[config.mk]
export PLATFORM = sky130hd
export DESIGN_NAME = lc3_mem_arbiter
export DESIGN_NICKNAME = d
export VERILOG_FILES = /design/src/rtl/lc3_mem_arbiter.sv
export SDC_FILE = /design/constraint.sdc
export NUM_CORES = 1
export LEC_CHECK = 0
export BUFFER_PORTS_ARGS = -buffer_cell sky130_fd_sc_hd__buf_2
export CAP_MARGIN = 15
export CORE_ASPECT_RATIO = 0.5
export CORE_MARGIN = 2
export CORE_UTILIZATION = 45
export CTS_CLUSTER_DIAMETER = 150
export CTS_CLUSTER_SIZE = 16
export DETAILED_ROUTE_END_ITERATION = 12
export GPL_TIMING_DRIVEN = 0
export MAX_ROUTING_LAYER = met4
export PLACE_DENSITY_LB_ADDON = 0.12
export RECOVER_POWER = 25
export SYNTH_ARGS = -nofsm -noshare
export SYNTH_HDL_FRONTEND = slang
export SYNTH_SLANG_ARGS = --single-unit
[constraint.sdc]
create_clock -name clk -period 1.9 [get_ports clk]
set_input_delay 0.285 -clock clk [delete_from_list [all_inputs] [get_ports clk]]
set_output_delay 0.285 -clock clk [all_outputs]
set_load 0.005 [all_outputs]
[src/rtl/lc3_mem_arbiter.sv]
// Shares one single-ported LC-3 memory between the fetch and data ports.
// Define LC3_MEM_TIMEOUT_EN to abort a transaction after TIMEOUT_CYCLES without mem_ack.
module lc3_mem_arbiter #(
    parameter int MAX_DATA_STREAK = 4,
    parameter int TIMEOUT_CYCLES  = 255
) (
    input  logic        clk,
    input  logic        rst,
    input  logic        ireq_valid,
    input  logic [15:0] ireq_addr,
    output logic        ireq_ready,
    output logic        irsp_valid,
    output logic [15:0] irsp_data,
    input  logic        iflush,
    input  logic        dreq_valid,
    input  logic        dreq_we,
    input  logic [15:0] dreq_addr,
    input  logic [15:0] dreq_wdata,
    output logic        dreq_ready,
    output logic        drsp_valid,
    output logic [15:0] drsp_data,
    output logic        mem_req,
    output logic        mem_we,
    output logic [15:0] mem_addr,
    output logic [15:0] mem_wdata,
    input  logic [15:0] mem_rdata,
    input  logic        mem_ack,
    output logic        busy,
    output logic        mem_err
);

    localparam logic [1:0] IDLE   = 2'd0;
    localparam logic [1:0] I_BUSY = 2'd1;
    localparam logic [1:0] D_BUSY = 2'd2;

    localparam int SW = $clog2(MAX_DATA_STREAK + 2);

    logic [1:0]    state;
    logic [SW-1:0] streak;
    logic          flush_pend;
    logic          streak_full;
    logic          i_win;
    logic          d_win;
    logic          timeout;

    assign streak_full = (streak == SW'(MAX_DATA_STREAK));

    // Data has priority unless it has already won too many times in a row.
    always_comb begin
        i_win = 1'b0;
        d_win = 1'b0;
        if (state == IDLE) begin
            i_win = ireq_valid && (!dreq_valid || streak_full);
            d_win = dreq_valid && !i_win;
        end
    end

    assign ireq_ready = i_win;
    assign dreq_ready = d_win;
    assign busy       = (state != IDLE);

`ifdef LC3_MEM_TIMEOUT_EN
    logic [15:0] wait_cnt;

    assign timeout = (state != IDLE) && !mem_ack &&
                     (wait_cnt == 16'(TIMEOUT_CYCLES - 1));

    always_ff @(posedge clk) begin
        if (rst) begin
            wait_cnt <= 16'h0000;
        end else if (i_win || d_win) begin
            wait_cnt <= 16'h0000;
        end else if ((state != IDLE) && !mem_ack) begin
            wait_cnt <= wait_cnt + 16'd1;
        end
    end

    always_ff @(posedge clk) begin
        if (rst) begin
            mem_err <= 1'b0;
        end else begin
            mem_err <= timeout;
        end
    end
`else
    assign timeout = 1'b0;
    assign mem_err = 1'b0;
`endif

    always_ff @(posedge clk) begin
        if (rst) begin
            state      <= IDLE;
            mem_req    <= 1'b0;
            mem_we     <= 1'b0;
            mem_addr   <= 16'h0000;
            mem_wdata  <= 16'h0000;
            irsp_valid <= 1'b0;
            drsp_valid <= 1'b0;
            irsp_data  <= 16'h0000;
            drsp_data  <= 16'h0000;
            streak     <= '0;
            flush_pend <= 1'b0;
        end else begin
            irsp_valid <= 1'b0;
            drsp_valid <= 1'b0;
            case (state)
                IDLE: begin
                    if (i_win) begin
                        state    <= I_BUSY;
                        mem_req  <= 1'b1;
                        mem_we   <= 1'b0;
                        mem_addr <= ireq_addr;
                        streak   <= '0;
                    end else if (d_win) begin
                        state     <= D_BUSY;
                        mem_req   <= 1'b1;
                        mem_we    <= dreq_we;
                        mem_addr  <= dreq_addr;
                        mem_wdata <= dreq_wdata;
                        if (!ireq_valid) begin
                            streak <= '0;
                        end else if (!streak_full) begin
                            streak <= streak + SW'(1);
                        end
                    end
                end
                I_BUSY: begin
                    if (mem_ack) begin
                        state      <= IDLE;
                        mem_req    <= 1'b0;
                        irsp_data  <= mem_rdata;
                        irsp_valid <= !(flush_pend || iflush);
                        flush_pend <= 1'b0;
                    end else if (timeout) begin
                        state      <= IDLE;
                        mem_req    <= 1'b0;
                        irsp_valid <= 1'b1;
                        flush_pend <= 1'b0;
                    end else if (iflush) begin
                        flush_pend <= 1'b1;
                    end
                end
                D_BUSY: begin
                    if (mem_ack) begin
                        state      <= IDLE;
                        mem_req    <= 1'b0;
                        drsp_valid <= 1'b1;
                        if (!mem_we) begin
                            drsp_data <= mem_rdata;
                        end
                    end else if (timeout) begin
                        state      <= IDLE;
                        mem_req    <= 1'b0;
                        drsp_valid <= 1'b1;
                    end
                end
                default: begin
                    state   <= IDLE;
                    mem_req <= 1'b0;
                end
            endcase
        end
    end

endmodule

# After elaboration in Yosys (flattened, before gate mapping)
# Cells that the tools add are included.
dict set report word_totals {
  register_bits 74
  latch_bits 0
  mem_bits_rw 0
  romBits 0
  inputBits 71
  out_inout_bits 72
  wordCells 65
  memories 0
}
dict set report op_classes {
  add_sub_neg 1
  multipliers 0
  div_mod_pow 0
  magnitude_cmp 0
  eq_ne 6
  shifts 0
  n_mux 21
  bitwise_logic 5
  n_reduce_logical 21
}
# cell n
set op_table {}
lappend op_table {{two-way mux 16 bit} 2}
lappend op_table {{two-way mux 3 bit} 4}
lappend op_table {{two-way mux 1 bit} 10}
lappend op_table {{AND reduction 3 bit} 3}
lappend op_table {{AND reduction 2 bit} 4}
lappend op_table {{two-way mux 2 bit} 3}
lappend op_table {{inequality test 3 bit, second input constant} 2}
lappend op_table {{nonzero test 2 bit} 3}
lappend op_table {{inverter 1 bit} 5}
lappend op_table {{one-hot mux 2 bit (2 select lines)} 1}
lappend op_table {{OR reduction 2 bit} 2}
lappend op_table {{adder 3 x 1 -> 3 bit, second input constant} 1}
lappend op_table {{== test 3 bit, second input constant} 1}
lappend op_table {{logical NOT 1 bit} 3}
lappend op_table {{OR reduction 3 bit} 1}
lappend op_table {{== test 2 x 1 -> 1 bit, second input constant} 1}
lappend op_table {{== test 2 bit, second input constant} 1}
lappend op_table {{logical AND 1 bit} 2}
lappend op_table {{logical NOT 2 bit} 1}
lappend op_table {{logical OR 1 bit} 2}
lappend op_table {{inequality test 2 x 1 -> 1 bit, second input constant} 1}
lappend op_table {{one-hot mux 1 bit (2 select lines)} 1}

# Longest topological paths before layout
# Gate-level depths: netlist of run 1.
dict set report depth {
  ltp_word 9
  mapped_depth 7
  mapped_depth_nobuf 6
}

# Least setup slack after synthesis of run 1
# Ideal clock, no wire load.
dict set report synth_path {
  kind {register -> output}
  from {register streak[0]}
  to {output port dreq_ready}
  t_arrival_ps 1174
  required_ps 1615
  path_slack_ps 441
  path_stages_with_launch 7
  n_path_buf 1
  cell_sequence {dfxtp_1 > inv_1 > ha_1 > nand3_1 > nand3_2 > inv_4 > buf_6}
}
dict set report synth_via {
  elab_chain_cells 6
}
# item line_no
set synth_lines {}
lappend synth_lines {{start: declaration} 39} ;# logic [SW-1:0] streak;
lappend synth_lines {{start signal: assignment} 123} ;# streak <= streak + SW'(1);
lappend synth_lines {{== test 3 bit} 46} ;# assign streak_full = (streak == SW'(MAX_DATA_STREAK));
lappend synth_lines {{logical OR 1 bit} 53} ;# i_win = ireq_valid && (!dreq_valid || streak_full);
lappend synth_lines {{logical AND 1 bit} 53}
lappend synth_lines {{logical NOT 1 bit} 54} ;# d_win = dreq_valid && !i_win;
lappend synth_lines {{logical AND 1 bit} 54}
lappend synth_lines {{two-way mux 1 bit} 52} ;# if (state == IDLE) begin
lappend synth_lines {{end: declaration} 19} ;# output logic dreq_ready,
# No other way between the ends.

# Worst setup path after layout of run 1
dict set report layout_path {
  from {register streak[0]}
  to {output port ireq_ready}
}
dict set report layout_via {
  elab_chain_cells 4
}
# item line_no
set layout_lines {}
lappend layout_lines {{== test 3 bit} 46}
lappend layout_lines {{logical OR 1 bit} 53}
lappend layout_lines {{logical AND 1 bit} 53}
lappend layout_lines {{two-way mux 1 bit} 52}
lappend layout_lines {{end: declaration} 11} ;# output logic ireq_ready,
# No other way between the ends.

==> impl_table.tex, run 1 <==
\begin{tabular}{lr}
\hline
Metric & Value \\
\hline
\multicolumn{2}{l}{\textbf{Outcome}} \\
\quad Outcome & complete, no violations \\
\multicolumn{2}{l}{\textbf{Power}} \\
\quad Leakage power figure & 1.90 nW \\
\quad VDD IR-drop max & approximately 0.00054 V \\
\quad Cell area power density & 1020 nW/µm² \\
\multicolumn{2}{l}{\textbf{Floorplanning}} \\
\quad Full die area & 7430 µm² \\
\quad Initial Util & 0.459 \\
\quad Row count & 21 \\
\quad Y dimension of the die & 62.0 µm \\
\quad I/O pin total & 143 \\
\quad Horiz. Die Dim & 120 µm \\
\quad Std-Cell Core Area & approximately 6600 µm² \\
\multicolumn{2}{l}{\textbf{Placement}} \\
\quad Number of buffers added on ports & 140 \\
\quad Final RePlAce weighted congestion & 0.788 \\
\quad Post-DP HPWL & 5480 µm \\
\quad Post-placement cell count & about 570 \\
\multicolumn{2}{l}{\textbf{Setup path}} \\
\quad Category of cells accounting for the largest share of critical-path delay & flip-flops \\
\quad List of cells traversed by the critical path & inv\_1 > ha\_1 > a21bo\_2 > nand2\_8 > inv\_1 > buf\_2 \\
\quad WP buf/inv & 3 \\
\quad Type of origin of the critical path & flop \\
\quad Critical Path Slowest Stage Cell & sky130\_fd\_sc\_hd\_\_dfxtp\_1 \\
\quad Endpoint type of the worst setup path & output port \\
\quad Critical-path maximum fanout & 6 \\
\quad Category of the most critical setup path & flop to output port \\
\quad Arrival time of the worst setup path & about 1.5 ns \\
\quad Critical path's largest stage delay & about 0.35 ns \\
\quad Most frequent cell on the critical path & sky130\_fd\_sc\_hd\_\_inv\_1 \\
\quad Required time worst endpoint & around 1.6 ns \\
\multicolumn{2}{l}{\textbf{Timing}} \\
\quad Fin crit share & 0.945 \\
\quad Actual transition at the worst max-transition pin & 0.519 ns \\
\quad Minimum clock period & 1.80 ns \\
\quad Number of pins with negative max-slew slack in the final report & 0 \\
\quad Unrepaired setup endpoints after global routing & no \\
\quad Clock skew & 0.00400 ns \\
\quad Number of failing hold endpoints at the final stage & 0 \\
\quad Setup violations, final & 0 \\
\quad Maximum operating frequency & $\sim$560 MHz \\
\quad Total negative slack for setup checks & 0 ns \\
\quad Headroom to the max-slew limit & 0.654 \\
\multicolumn{2}{l}{\textbf{Clocking}} \\
\quad CTS tree & yes \\
\quad Maximum count of clock buffers along a single path & 2 \\
\quad \# hold bufs at CTS & 0 \\
\quad Inserted Clock Buffers & 9 \\
\quad Clock-pin slew reported for the worst setup and hold paths after clock tree synthesis & 0.06 ns \\
\quad Clock latency at the later pin of the worst-skew pair & between 0.3 and 0.4 ns \\
\quad \# H-tree levels & 3 \\
\quad Number of clock sinks & 74 \\
\quad Clock Tree Root & sky130\_fd\_sc\_hd\_\_clkbuf\_16 \\
\multicolumn{2}{l}{\textbf{Synth}} \\
\quad Number of standard cells after synthesis & 342 \\
\quad Yosys warns & 0 \\
\quad Seq cells post-synth & 74 \\
\quad Syn avg cell area & just under 9 µm² \\
\quad Proportion of synthesized chip area in sequential cells & 0.490 \\
\quad Net count of the mapped netlist & approximately 420 \\
\quad Proportion of register bits with asynchronous set or reset after synthesis & 0 \\
\quad Top FF cell, synth & sky130\_fd\_sc\_hd\_\_dfxtp\_1 \\
\quad Area of the mapped netlist & between 3000 and 4000 µm² \\
\quad Number of enable flip-flop cells after synthesis & 0 \\
\quad Netlist cell types & 38 \\
\multicolumn{2}{l}{\textbf{Cells and area}} \\
\quad Final Instance Count excl. Fillers & 593 \\
\quad Antenna Cells & 0 \\
\quad Top library cells by usage in the layout, fill and taps aside & 130 x sky130\_fd\_sc\_hd\_\_buf\_2, 74 x sky130\_fd\_sc\_hd\_\_dfxtp\_1, 70 x sky130\_fd\_sc\_hd\_\_nand2\_1, 53 x sky130\_fd\_sc\_hd\_\_a21oi\_1, 33 x sky130\_fd\_sc\_hd\_\_nand2b\_1 \\
\quad Share of layout cells above drive strength 1 & 0.329 \\
\quad Count of nets after finishing & around 570 \\
\quad Area growth from synthesis to layout & 39.1\% \\
\quad Most common cell after layout, fill and taps aside & sky130\_fd\_sc\_hd\_\_buf\_2 \\
\multicolumn{2}{l}{\textbf{Global routing}} \\
\quad Total Routing Usage GR & 0.212 \\
\quad Grt total ovfl & 0 \\
\quad Global-route wire length before repair & 11800 µm \\
\quad Pin count of the biggest net entering global routing & 18 \\
\quad Initial antenna violation count & 0 \\
\quad Via count of the first global-routing pass & $\sim$2600 \\
\multicolumn{2}{l}{\textbf{Routing}} \\
\quad Total iterations of the first detailed-routing run & 4 \\
\quad Drt initial violations & 145 \\
\quad Vias per std cell & 4.81 \\
\quad Routed WL & 7580 µm \\
\quad ANT nets after route & 0 \\
\quad Drt wl/cell & 12.8 µm \\
\quad Detailed-route DRC error count & 0 \\
\quad Vias post-DR & 2851 \\
\multicolumn{2}{l}{\textbf{Hold path}} \\
\quad HP Class & input pin to flop \\
\multicolumn{2}{l}{\textbf{Run}} \\
\quad Maximum capacitance violations & 0 \\
\hline
\end{tabular}
[state kept, by name (all words and copies together) (netlist names)]
signal / cells
mem_wdata: 16
mem_we: 1
irsp_valid: 1
streak: 3
irsp_data: 16
state: 2
mem_addr: 16
drsp_data: 16
flush_pend: 1
drsp_valid: 1
mem_req: 1
[power breakdown]
| group | switching (W) | internal (W) | leakage (nW) |
|---|---|---|---|
| clock | 0.000618 | 0.00131 | 0.165 |
| sequential | 0.0000591 | 0.00167 | 0.605 |
| combinational | 0.000328 | 0.000308 | 1.13 |
| total | 0.00100 | 0.00329 | 1.90 |
[routing by layer]
metal	vias up	track usage	wire [µm]
met2	91	0.338	3400
met4	0	0.0723	87
met5	-	-	0
li1	1452	-	-
met3	10	0.0830	576
met1	1298	0.252	3510
[worst reg2reg max path, delay by kind of cell (launching register included)]
family	cells	cell delay, ns
flops	1	0.35
simple gates	2	0.26
buf+inv	3	0.44
fa+ha+maj	1	0.23
compound gates	1	0.24
[logic make-up (layout without fill, tap and decap cells)]
kind of cell    after synthesis  in the layout  share of synthesized area
flops                        74             74                      0.490
fa+ha+maj                     5              5                     0.0207
buf+inv                      46            205                     0.0666
compound gates               79             79                      0.174
simple gates                121            121                      0.194
other cells                   1              1                    0.00124
mux                          16             16                     0.0530
[stage by stage]
stage	hold WS, ns	utilization	setup WS [ns]	power, W	cell area, µm²
after floorplan	0.364	-	0.441	0.00211	3020
after detailed placement	0.422	0.582	0.116	0.00239	3840
after CTS	0.119	0.638	0.00868	0.00433	4210
after global placement	0.413	0.582	0.117	0.00238	3840
final	0.129	0.638	0.104	0.00429	4210
after global routing	0.132	0.638	0.00701	0.00447	4210
[cell usage after synthesis (2+ instances only)]
cell type                   n  area (µm²)
sky130_fd_sc_hd__ha_1       5        62.6
sky130_fd_sc_hd__buf_2      9        45.0
sky130_fd_sc_hd__o221a_2    6        67.6
sky130_fd_sc_hd__clkbuf_1   7        26.3
sky130_fd_sc_hd__nand2_1   70         263
sky130_fd_sc_hd__inv_1     23        86.3
sky130_fd_sc_hd__a21oi_1   53         265
sky130_fd_sc_hd__mux2i_1   16         160
sky130_fd_sc_hd__nor2_1     3        11.3
sky130_fd_sc_hd__nand2b_1  33         206
sky130_fd_sc_hd__o221a_1   10         113
sky130_fd_sc_hd__nand3_1    3        15.0
sky130_fd_sc_hd__buf_1      3        11.3
sky130_fd_sc_hd__dfxtp_1   74        1480
sky130_fd_sc_hd__buf_4      2        15.0
sky130_fd_sc_hd__and3b_1    2        17.5
sky130_fd_sc_hd__nor3b_1    2        15.0
[layout make-up]
cell class	count	area [µm²]
multi-input combinational	222	1360
inverter	24	97.6
clock inverter	5	103
clock buffer	10	239
fill	620	2390
sequential	74	1480
buffer	20	90.1
timing repair buffer	146	722
tap	92	115
[timing repair]
| item | 4_1_cts | 5_1_grt |
|---|---|---|
| gates cloned | 0 | 0 |
| resized for setup | 3 | 2 |
| endpoints found under the setup margin | 2 | 2 |
| pin swaps | 1 | 1 |
| buffers inserted | 2 | 4 |
[final timing paths]
path / from / endpoint / slack, ns / depth (start not counted)
hold reg to reg: flush_pend / irsp_valid / 0.43 / 1
hold / removal: iflush / irsp_valid / 0.13 / 2
setup / recovery: streak[0] / ireq_ready / 0.10 / 6
setup reg to reg: streak[0] / mem_addr[10] / 0.27 / 7
Note: power is estimated with default switching activity, not from simulation.
==> inputs of run 2 (changes only) <==
- ABC_AREA: default -> 1
==> run 2 against run 1 <==
Effect of this change: core utilization grew 1.2 points; register-to-register slack lost 0.03 ns; total power grew 5.2%; sequential power is essentially flat; area after synthesis grew 5.9%; routed wire length grew 5.8%; critical path type unchanged; largest cell class unchanged; largest power group unchanged.
==> impl_table.tex, run 2 <==
\begin{tabular}{lr}
\hline
Metric & Value \\
\hline
\multicolumn{2}{l}{\textbf{Outcome}} \\
\quad Outcome & complete, no violations (unchanged) \\
\multicolumn{2}{l}{\textbf{Clocking}} \\
\quad Clock-pin slew reported for the worst setup and hold paths after clock tree synthesis & 0.05 ns (was 0.06 ns) \\
\quad \# H-tree levels & 3 (unchanged) \\
\quad CTS tree & yes (unchanged) \\
\quad Maximum count of clock buffers along a single path & 2 (unchanged) \\
\quad Number of clock sinks & 74 (unchanged) \\
\quad Clock latency at the later pin of the worst-skew pair & 0.33 ns (about the same) \\
\quad Inserted Clock Buffers & 9 (unchanged) \\
\quad Clock Tree Root & sky130\_fd\_sc\_hd\_\_clkbuf\_16 (unchanged) \\
\multicolumn{2}{l}{\textbf{Power}} \\
\quad VDD IR-drop max & 0.000545 V (was 0.000542 V) \\
\quad Leakage power figure & 2.37 nW (was 1.90 nW) \\
\quad Cell area power density & 1020 nW/µm² (about the same) \\
\quad Sum of internal, switching and leakage power & 0.00451 W (was 0.00429 W) \\
\multicolumn{2}{l}{\textbf{Synth}} \\
\quad Yosys warns & 0 (unchanged) \\
\quad Top FF cell, synth & sky130\_fd\_sc\_hd\_\_dfxtp\_1 (unchanged) \\
\quad Number of enable flip-flop cells after synthesis & 0 (unchanged) \\
\quad Syn avg cell area & 7.15 µm² (was 8.84 µm²) \\
\quad Proportion of register bits with asynchronous set or reset after synthesis & 0 (unchanged) \\
\quad Area of the mapped netlist & 3200 µm² (was 3020 µm²) \\
\quad Most frequent cells after synthesis & 100 x sky130\_fd\_sc\_hd\_\_nor2\_1, 74 x sky130\_fd\_sc\_hd\_\_dfxtp\_1, 73 x sky130\_fd\_sc\_hd\_\_nand2\_1 (was 74 x sky130\_fd\_sc\_hd\_\_dfxtp\_1, 70 x sky130\_fd\_sc\_hd\_\_nand2\_1, 53 x sky130\_fd\_sc\_hd\_\_a21oi\_1) \\
\quad Number of standard cells after synthesis & 448 (was 342) \\
\quad Net count of the mapped netlist & 524 (was 418) \\
\quad Most area-consuming cells after synthesis & sky130\_fd\_sc\_hd\_\_dfxtp\_1 46\%, sky130\_fd\_sc\_hd\_\_nor2\_1 12\%, sky130\_fd\_sc\_hd\_\_nand2\_1 8.6\%, sky130\_fd\_sc\_hd\_\_o21ai\_0 7.7\%, sky130\_fd\_sc\_hd\_\_inv\_1 6.8\% (was sky130\_fd\_sc\_hd\_\_dfxtp\_1 49\%, sky130\_fd\_sc\_hd\_\_a21oi\_1 8.8\%, sky130\_fd\_sc\_hd\_\_nand2\_1 8.7\%, sky130\_fd\_sc\_hd\_\_nand2b\_1 6.8\%, sky130\_fd\_sc\_hd\_\_mux2i\_1 5.3\%) \\
\quad Area fraction of the dominant cell type after synthesis & 0.463 (was 0.490) \\
\quad Netlist cell types & 25 (was 38) \\
\quad Most frequent cell after synthesis & sky130\_fd\_sc\_hd\_\_nor2\_1 (was sky130\_fd\_sc\_hd\_\_dfxtp\_1) \\
\quad Proportion of synthesized chip area in sequential cells & 0.463 (was 0.490) \\
\quad Cell type with the highest aggregate area in the netlist & sky130\_fd\_sc\_hd\_\_dfxtp\_1 (unchanged) \\
\quad Seq cells post-synth & 74 (unchanged) \\
\multicolumn{2}{l}{\textbf{Global routing}} \\
\quad Total Routing Usage GR & 0.218 (was 0.212) \\
\quad Via count of the first global-routing pass & 2992 (was 2559) \\
\quad Pin count of the biggest net entering global routing & 19 (was 18) \\
\quad Initial antenna violation count & 0 (unchanged) \\
\quad Global-route wire length before repair & 13300 µm (was 11800 µm) \\
\quad Grt total ovfl & 0 (unchanged) \\
\multicolumn{2}{l}{\textbf{Setup path}} \\
\quad Arrival time of the worst setup path & 1.52 ns (was 1.51 ns) \\
\quad Endpoint type of the worst setup path & output port (unchanged) \\
\quad Type of origin of the critical path & flop (unchanged) \\
\quad Most frequent cell on the critical path & sky130\_fd\_sc\_hd\_\_nand2\_2 (was sky130\_fd\_sc\_hd\_\_inv\_1) \\
\quad Cells on worst reg2reg path & 8 (was 7) \\
\quad Required time worst endpoint & 1.62 ns (about the same) \\
\quad Reg2reg start & state[0] (was streak[0]) \\
\quad Capture instance of the worst register-to-register path & drsp\_data[10] (was mem\_addr[10]) \\
\quad Critical path's largest stage delay & 0.33 ns (was 0.35 ns) \\
\quad Worst reg-to-reg setup slack & 0.24 ns (was 0.27 ns) \\
\quad Critical Path Slowest Stage Cell & sky130\_fd\_sc\_hd\_\_dfxtp\_2 (was sky130\_fd\_sc\_hd\_\_dfxtp\_1) \\
\quad Critical-path maximum fanout & 8 (was 6) \\
\quad List of cells traversed by the critical path & inv\_1 > ha\_1 > nand2\_2 > nand2\_4 > nand2\_2 > nand2\_2 > nor2\_4 > buf\_6 > buf\_6 (was inv\_1 > ha\_1 > a21bo\_2 > nand2\_8 > inv\_1 > buf\_2) \\
\quad Category of the most critical setup path & flop to output port (unchanged) \\
\multicolumn{2}{l}{\textbf{Placement}} \\
\quad Total cell area at the placement stage & 4020 µm² (was 3840 µm²) \\
\quad Post-DP HPWL & 5920 µm (was 5480 µm) \\
\quad Final RePlAce weighted congestion & 0.743 (was 0.788) \\
\quad Number of buffers added on ports & 140 (unchanged) \\
\multicolumn{2}{l}{\textbf{Timing}} \\
\quad Number of pins with negative max-slew slack in the final report & 0 (unchanged) \\
\quad Fin crit share & 0.950 (was 0.945) \\
\quad Actual transition at the worst max-transition pin & 0.520 ns (was 0.519 ns) \\
\quad Unrepaired setup endpoints after global routing & no (unchanged) \\
\quad Clock skew & 0.00431 ns (was 0.00400 ns) \\
\quad Minimum clock period & 1.80 ns (about the same) \\
\quad Maximum operating frequency & 554 MHz (was 557 MHz) \\
\quad Number of failing hold endpoints at the final stage & 0 (unchanged) \\
\quad Headroom to the max-slew limit & 0.652 (was 0.654) \\
\quad Setup violations, final & 0 (unchanged) \\
\quad Total negative slack for setup checks & 0 ns (unchanged) \\
\multicolumn{2}{l}{\textbf{Floorplanning}} \\
\quad Row count & 21 (unchanged) \\
\quad I/O pin total & 143 (unchanged) \\
\quad Full die area & 7850 µm² (was 7430 µm²) \\
\quad Horiz. Die Dim & 123 µm (was 120 µm) \\
\quad Y dimension of the die & 63.6 µm (was 62.0 µm) \\
\quad Initial Util & 0.472 (was 0.459) \\
\quad Std-Cell Core Area & 6780 µm² (was 6600 µm²) \\
\multicolumn{2}{l}{\textbf{Cells and area}} \\
\quad Count of nets after finishing & 677 (was 573) \\
\quad Antenna Cells & 0 (unchanged) \\
\quad Final cell area excluding filler cells & 4410 µm² (was 4210 µm²) \\
\quad Area growth from synthesis to layout & 37.6\% (was 39.1\%) \\
\quad Share of layout cells above drive strength 1 & 0.290 (was 0.329) \\
\quad Top library cells by usage in the layout, fill and taps aside & 131 x sky130\_fd\_sc\_hd\_\_buf\_2, 100 x sky130\_fd\_sc\_hd\_\_nor2\_1, 73 x sky130\_fd\_sc\_hd\_\_dfxtp\_1, 72 x sky130\_fd\_sc\_hd\_\_nand2\_1, 58 x sky130\_fd\_sc\_hd\_\_inv\_1 (was 130 x sky130\_fd\_sc\_hd\_\_buf\_2, 74 x sky130\_fd\_sc\_hd\_\_dfxtp\_1, 70 x sky130\_fd\_sc\_hd\_\_nand2\_1, 53 x sky130\_fd\_sc\_hd\_\_a21oi\_1, 33 x sky130\_fd\_sc\_hd\_\_nand2b\_1) \\
\quad Most common cell after layout, fill and taps aside & sky130\_fd\_sc\_hd\_\_buf\_2 (unchanged) \\
\multicolumn{2}{l}{\textbf{Hold path}} \\
\quad Cell depth of the worst hold path & 2 (unchanged) \\
\quad HP Class & input pin to flop (unchanged) \\
\quad Endpoint, Worst Hold & irsp\_valid (unchanged) \\
\quad Startpoint of the worst hold path & iflush (unchanged) \\
\multicolumn{2}{l}{\textbf{Routing}} \\
\quad ANT nets after route & 0 (unchanged) \\
\quad Detailed-route DRC error count & 0 (unchanged) \\
\quad Vias per std cell & 4.70 (was 4.81) \\
\quad Vias post-DR & 3281 (was 2851) \\
\quad Drt initial violations & 116 (was 145) \\
\quad Total iterations of the first detailed-routing run & 4 (unchanged) \\
\quad Routed WL & 8020 µm (was 7580 µm) \\
\quad Drt wl/cell & 11.5 µm (was 12.8 µm) \\
\multicolumn{2}{l}{\textbf{Run}} \\
\quad Maximum capacitance violations & 0 (unchanged) \\
\hline
\end{tabular}
## run 2: cells by family after synthesis
kind of cell             count (synthesis)  share of synthesized area
other                                    1                    0.00117
AO/OA/AOI/OAI                           77                      0.124
flip-flops                              74                      0.463
adder cells (fa/ha/maj)                  5                     0.0195
buffers and inverters                   87                      0.125
AND/OR/NAND/NOR                        204                      0.268
## run 2: final cells by class
cell class              count  area, µm²
well taps                  92        115
clock buffers              11        243
flip-flops and latches     74       1480
multi-input cells         287       1330
repair buffers            143        709
plain buffers              24        160
clock inverters             5        125
inverters                  62        239
fillers                   679       2370
## run 2: layer usage
| metal | part of all wire | vias to the layer above | global-route usage | routed length (µm) |
|---|---|---|---|---|
| met5 | 0 | - | - | 0 |
| met4 | 0.0085 | 0 | 0.0469 | 68 |
| met3 | 0.071 | 9 | 0.0743 | 569 |
| met2 | 0.44 | 100 | 0.348 | 3500 |
| met1 | 0.48 | 1473 | 0.269 | 3890 |
| li1 | - | 1699 | - | - |
## run 2: critical path, delay by kind of cell (launching register included)
family,cells,cell delay [ns]
simple gates,5,0.38
fa+ha+maj,1,0.20
buf+inv,3,0.29
flops,1,0.33
## run 2: per-stage QoR
stage | instances | utilization | hold WS, ns | setup WS [ns]
2_1_floorplan | 448 | - | 0.364 | 0.457
4_1_cts | 697 | 0.650 | 0.131 | 0.0163
5_1_grt | 698 | 0.650 | 0.157 | 0.00749
3_5_place_dp | 680 | 0.593 | 0.431 | 0.165
6_report | 698 | 0.650 | 0.139 | 0.0953
3_3_place_gp | 680 | 0.593 | 0.413 | 0.168
## run 2: where the power goes
part	switching, W	internal (W)	total (W)
Sequential	0.0000608	0.00168	0.00175
Combinational	0.000390	0.000303	0.000693
Clock	0.000624	0.00145	0.00207
Total	0.00107	0.00344	0.00451
## run 2: repair_timing
item | 4_1_cts | 5_1_grt
pin swaps | 2 | 1
endpoints found under the setup margin | 2 | 11
gates resized for setup | 2 | 4
hold buffers | 0 | 0
setup buffers | 2 | 1
## run 2: how the worst max path moves through the flow
stage	from	endpoint	slack, ns	depth (start not counted)
floorplan	streak[0]	dreq_ready	0.46	8
global placement	state[1]	irsp_data[7]	0.17	7
detailed placement	state[1]	irsp_data[6]	0.17	7
CTS	streak[0]	dreq_ready	0.02	9
global route	streak[0]	dreq_ready	0.007	9
finish	streak[0]	dreq_ready	0.1	9
==> inputs of run 3 (changes only) <==
- clock period: 1.9 -> 2.04 ns (I/O delays scaled with it)
==> run 3 against run 2 <==
Effect of this change: sequential power fell by 7%; register-to-register slack improved by 0.03 ns; first-iteration DRC count fell by 12%; worst hold slack improved by 0.021 ns; clock power fell by 7%; global-route usage barely moved; sequential cell count did not move; clock skew rose by 0.00052 ns; total power fell by 7.1%; sequential share of layout area rose by 0.16 points; combinational power fell by 7.8%; critical endpoint unchanged; largest cell class unchanged; largest power group unchanged.
==> impl_table.tex, run 3 (synthesized netlist as in run 2, its figures left out) <==
\begin{tabular}{lr}
\hline
Metric & Value \\
\hline
\multicolumn{2}{l}{\textbf{Floorplanning}} \\
\quad I/O pin total & 143 (unchanged) \\
\quad Horiz. Die Dim & 123 µm (unchanged) \\
\quad Full die area & 7850 µm² (unchanged) \\
\quad Row count & 21 (unchanged) \\
\quad Std-Cell Core Area & 6780 µm² (unchanged) \\
\quad Y dimension of the die & 63.6 µm (unchanged) \\
\quad Initial Util & 0.472 (unchanged) \\
\multicolumn{2}{l}{\textbf{Routing}} \\
\quad Total iterations of the first detailed-routing run & 5 (was 4) \\
\quad Drt wl/cell & 11.5 µm (about the same) \\
\quad ANT nets after route & 0 (unchanged) \\
\quad Vias per std cell & 4.72 (was 4.70) \\
\quad Routed WL & 7990 µm (was 8020 µm) \\
\quad Vias post-DR & 3293 (was 3281) \\
\quad Detailed-route DRC error count & 0 (unchanged) \\
\quad Drt initial violations & 102 (was 116) \\
\multicolumn{2}{l}{\textbf{Timing}} \\
\quad Actual transition at the worst max-transition pin & 0.520 ns (about the same) \\
\quad Number of pins with negative max-slew slack in the final report & 0 (unchanged) \\
\quad Headroom to the max-slew limit & 0.652 (about the same) \\
\quad Unrepaired setup endpoints after global routing & no (unchanged) \\
\quad Setup violations, final & 0 (unchanged) \\
\quad Number of failing hold endpoints at the final stage & 0 (unchanged) \\
\quad Total negative slack for setup checks & 0 ns (unchanged) \\
\quad Maximum operating frequency & around 520 MHz \\
\quad Minimum clock period & 1.94 ns \\
\quad Clock skew & 0.00483 ns (was 0.00431 ns) \\
\quad Fin crit share & 0.950 \\
\multicolumn{2}{l}{\textbf{Setup path}} \\
\quad Critical-path maximum fanout & 10 (was 8) \\
\quad Critical Path Slowest Stage Cell & sky130\_fd\_sc\_hd\_\_dfxtp\_1 (was sky130\_fd\_sc\_hd\_\_dfxtp\_2) \\
\quad Critical path's largest stage delay & 0.33 ns (about the same) \\
\quad Most frequent cell on the critical path & sky130\_fd\_sc\_hd\_\_nand2\_2 (unchanged) \\
\quad Capture instance of the worst register-to-register path & irsp\_data[5] (was drsp\_data[10]) \\
\quad Cells on worst reg2reg path & 7 (was 8) \\
\quad Reg2reg start & state[1] (was state[0]) \\
\quad List of cells traversed by the critical path & inv\_1 > ha\_1 > nand2\_2 > nand2\_4 > nand2\_2 > nand2\_2 > nor2\_4 > buf\_6 > buf\_2 (was inv\_1 > ha\_1 > nand2\_2 > nand2\_4 > nand2\_2 > nand2\_2 > nor2\_4 > buf\_6 > buf\_6) \\
\quad Worst reg-to-reg setup slack & 0.27 ns (was 0.24 ns) \\
\quad Endpoint type of the worst setup path & output port (unchanged) \\
\quad Arrival time of the worst setup path & 1.63 ns (was 1.52 ns) \\
\quad Crit path from & streak[0] (unchanged) \\
\quad Category of the most critical setup path & flop to output port (unchanged) \\
\quad Required time worst endpoint & 1.73 ns (was 1.62 ns) \\
\quad Type of origin of the critical path & flop (unchanged) \\
\multicolumn{2}{l}{\textbf{Placement}} \\
\quad Post-placement cell count & 680 (unchanged) \\
\quad Post-DP HPWL & 5920 µm (unchanged) \\
\quad Final RePlAce weighted congestion & 0.743 (unchanged) \\
\quad Number of buffers added on ports & 140 (unchanged) \\
\multicolumn{2}{l}{\textbf{Cells and area}} \\
\quad Antenna Cells & 0 (unchanged) \\
\quad Area of the multi-input gates & 1320 µm² (was 1330 µm²) \\
\quad Area growth from synthesis to layout & 36.9\% (was 37.6\%) \\
\quad Top library cells by usage in the layout, fill and taps aside & 132 x sky130\_fd\_sc\_hd\_\_buf\_2, 100 x sky130\_fd\_sc\_hd\_\_nor2\_1, 74 x sky130\_fd\_sc\_hd\_\_dfxtp\_1, 73 x sky130\_fd\_sc\_hd\_\_nand2\_1, 58 x sky130\_fd\_sc\_hd\_\_inv\_1 (was 131 x sky130\_fd\_sc\_hd\_\_buf\_2, 100 x sky130\_fd\_sc\_hd\_\_nor2\_1, 73 x sky130\_fd\_sc\_hd\_\_dfxtp\_1, 72 x sky130\_fd\_sc\_hd\_\_nand2\_1, 58 x sky130\_fd\_sc\_hd\_\_inv\_1) \\
\quad \# fillers & 678 (was 679) \\
\quad Most common cell after layout, fill and taps aside & sky130\_fd\_sc\_hd\_\_buf\_2 (unchanged) \\
\quad Footprint of the flip-flops and latches & 1480 µm² (about the same) \\
\quad Count of nets after finishing & 676 (was 677) \\
\quad Share of layout cells above drive strength 1 & 0.284 (was 0.290) \\
\quad Final Instance Count excl. Fillers & 697 (was 698) \\
\multicolumn{2}{l}{\textbf{Global routing}} \\
\quad Total Routing Usage GR & 0.218 (about the same) \\
\quad Pin count of the biggest net entering global routing & 13 (was 19) \\
\quad Grt total ovfl & 0 (unchanged) \\
\quad Global-route wire length before repair & 13300 µm (about the same) \\
\quad Via count of the first global-routing pass & 2994 (was 2992) \\
\quad Initial antenna violation count & 0 (unchanged) \\
\multicolumn{2}{l}{\textbf{Hold path}} \\
\quad Endpoint, Worst Hold & irsp\_valid (unchanged) \\
\quad Cell depth of the worst hold path & 2 (unchanged) \\
\quad Startpoint of the worst hold path & iflush (unchanged) \\
\quad HP Class & input pin to flop (unchanged) \\
\multicolumn{2}{l}{\textbf{Outcome}} \\
\quad Outcome & complete, no violations (unchanged) \\
\multicolumn{2}{l}{\textbf{Clocking}} \\
\quad Clock latency at the later pin of the worst-skew pair & 0.33 ns (about the same) \\
\quad Maximum count of clock buffers along a single path & 2 (unchanged) \\
\quad Number of clock sinks & 74 (unchanged) \\
\quad CTS tree & yes (unchanged) \\
\quad \# H-tree levels & 3 (unchanged) \\
\quad Clock-pin slew reported for the worst setup and hold paths after clock tree synthesis & 0.05 ns (about the same) \\
\quad \# hold bufs at CTS & 0 (unchanged) \\
\quad Inserted Clock Buffers & 9 (unchanged) \\
\quad Clock Tree Root & sky130\_fd\_sc\_hd\_\_clkbuf\_16 (unchanged) \\
\multicolumn{2}{l}{\textbf{Power}} \\
\quad VDD IR-drop max & 0.000508 V (was 0.000545 V) \\
\quad Cell area power density & 957 nW/µm² (was 1020 nW/µm²) \\
\quad Leakage power figure & 2.37 nW (about the same) \\
\multicolumn{2}{l}{\textbf{Run}} \\
\quad Maximum capacitance violations & 0 (unchanged) \\
\hline
\end{tabular}
[run 3: cell count changes in the layout (fill, tap and decap cells not counted), sizes merged]
cell	delta
buf	-1
clkinv	+1
clkinvlp	-1
[run 3: worst max path at each step]
| stage | to | cells past startpoint |
|---|---|---|
| 2_1_floorplan | dreq_ready | 8 |
| 3_3_place_gp | irsp_data[7] | 7 |
| 3_5_place_dp | ireq_ready | 6 |
| 4_1_cts | ireq_ready | 8 |
| 5_1_grt | dreq_ready | 9 |
| 6_report | dreq_ready | 9 |
[run 3: area by class of cell]
class	count	area share
plain buffers	25	0.0391
clock buffers	11	0.0554
clock inverters	5	0.0286
inverters	62	0.0537
multi-input cells	287	0.302
flip-flops and latches	74	0.338
well taps	92	0.0263
repair buffers	141	0.157
[run 3: metal layers]
| metal | wire [µm] | part of all wire | vias up | track usage |
|---|---|---|---|---|
| met5 | 0 | 0 | - | - |
| met4 | 55 | 0.0069 | 0 | 0.0469 |
| met3 | 550 | 0.069 | 6 | 0.0743 |
| met2 | 3530 | 0.44 | 100 | 0.350 |
| met1 | 3850 | 0.48 | 1491 | 0.268 |
| li1 | - | - | 1696 | - |
[run 3: stage by stage]
step | cell area (µm²) | hold WS, ns | util | setup slack (ns) | total power [W]
floorplan | 3200 | 0.385 | - | 0.576 | 0.00202
global placement | 4020 | 0.413 | 0.593 | 0.308 | 0.00229
detailed placement | 4020 | 0.431 | 0.593 | 0.305 | 0.00230
CTS | 4400 | 0.152 | 0.649 | 0.0518 | 0.00423
global route | 4380 | 0.178 | 0.646 | 0.000509 | 0.00440
finish | 4380 | 0.160 | 0.646 | 0.102 | 0.00419
[run 3: worst max-delay path, delay by kind of cell, from the launching register on]
kind,cells,cell delay (ns)
adder cells (fa/ha/maj),1,0.20
buffers and inverters,3,0.34
flip-flops,1,0.33
AND/OR/NAND/NOR,5,0.44
[run 3: report_power, final]
group	total (W)	leakage (nW)	internal [W]	switching, W
clock	0.00193	0.180	0.00135	0.000578
sequential	0.00163	0.607	0.00157	0.0000564
combinational	0.000639	1.58	0.000279	0.000360
[run 3: timing repair]
action | CTS | global route
setup endpoints to repair | 2 | 2
gates resized for setup | 2 | 1
setup buffers | 1 | 0
hold endpoints to repair | 0 | 0
cloned | 0 | 0
pin swaps | 1 | 1
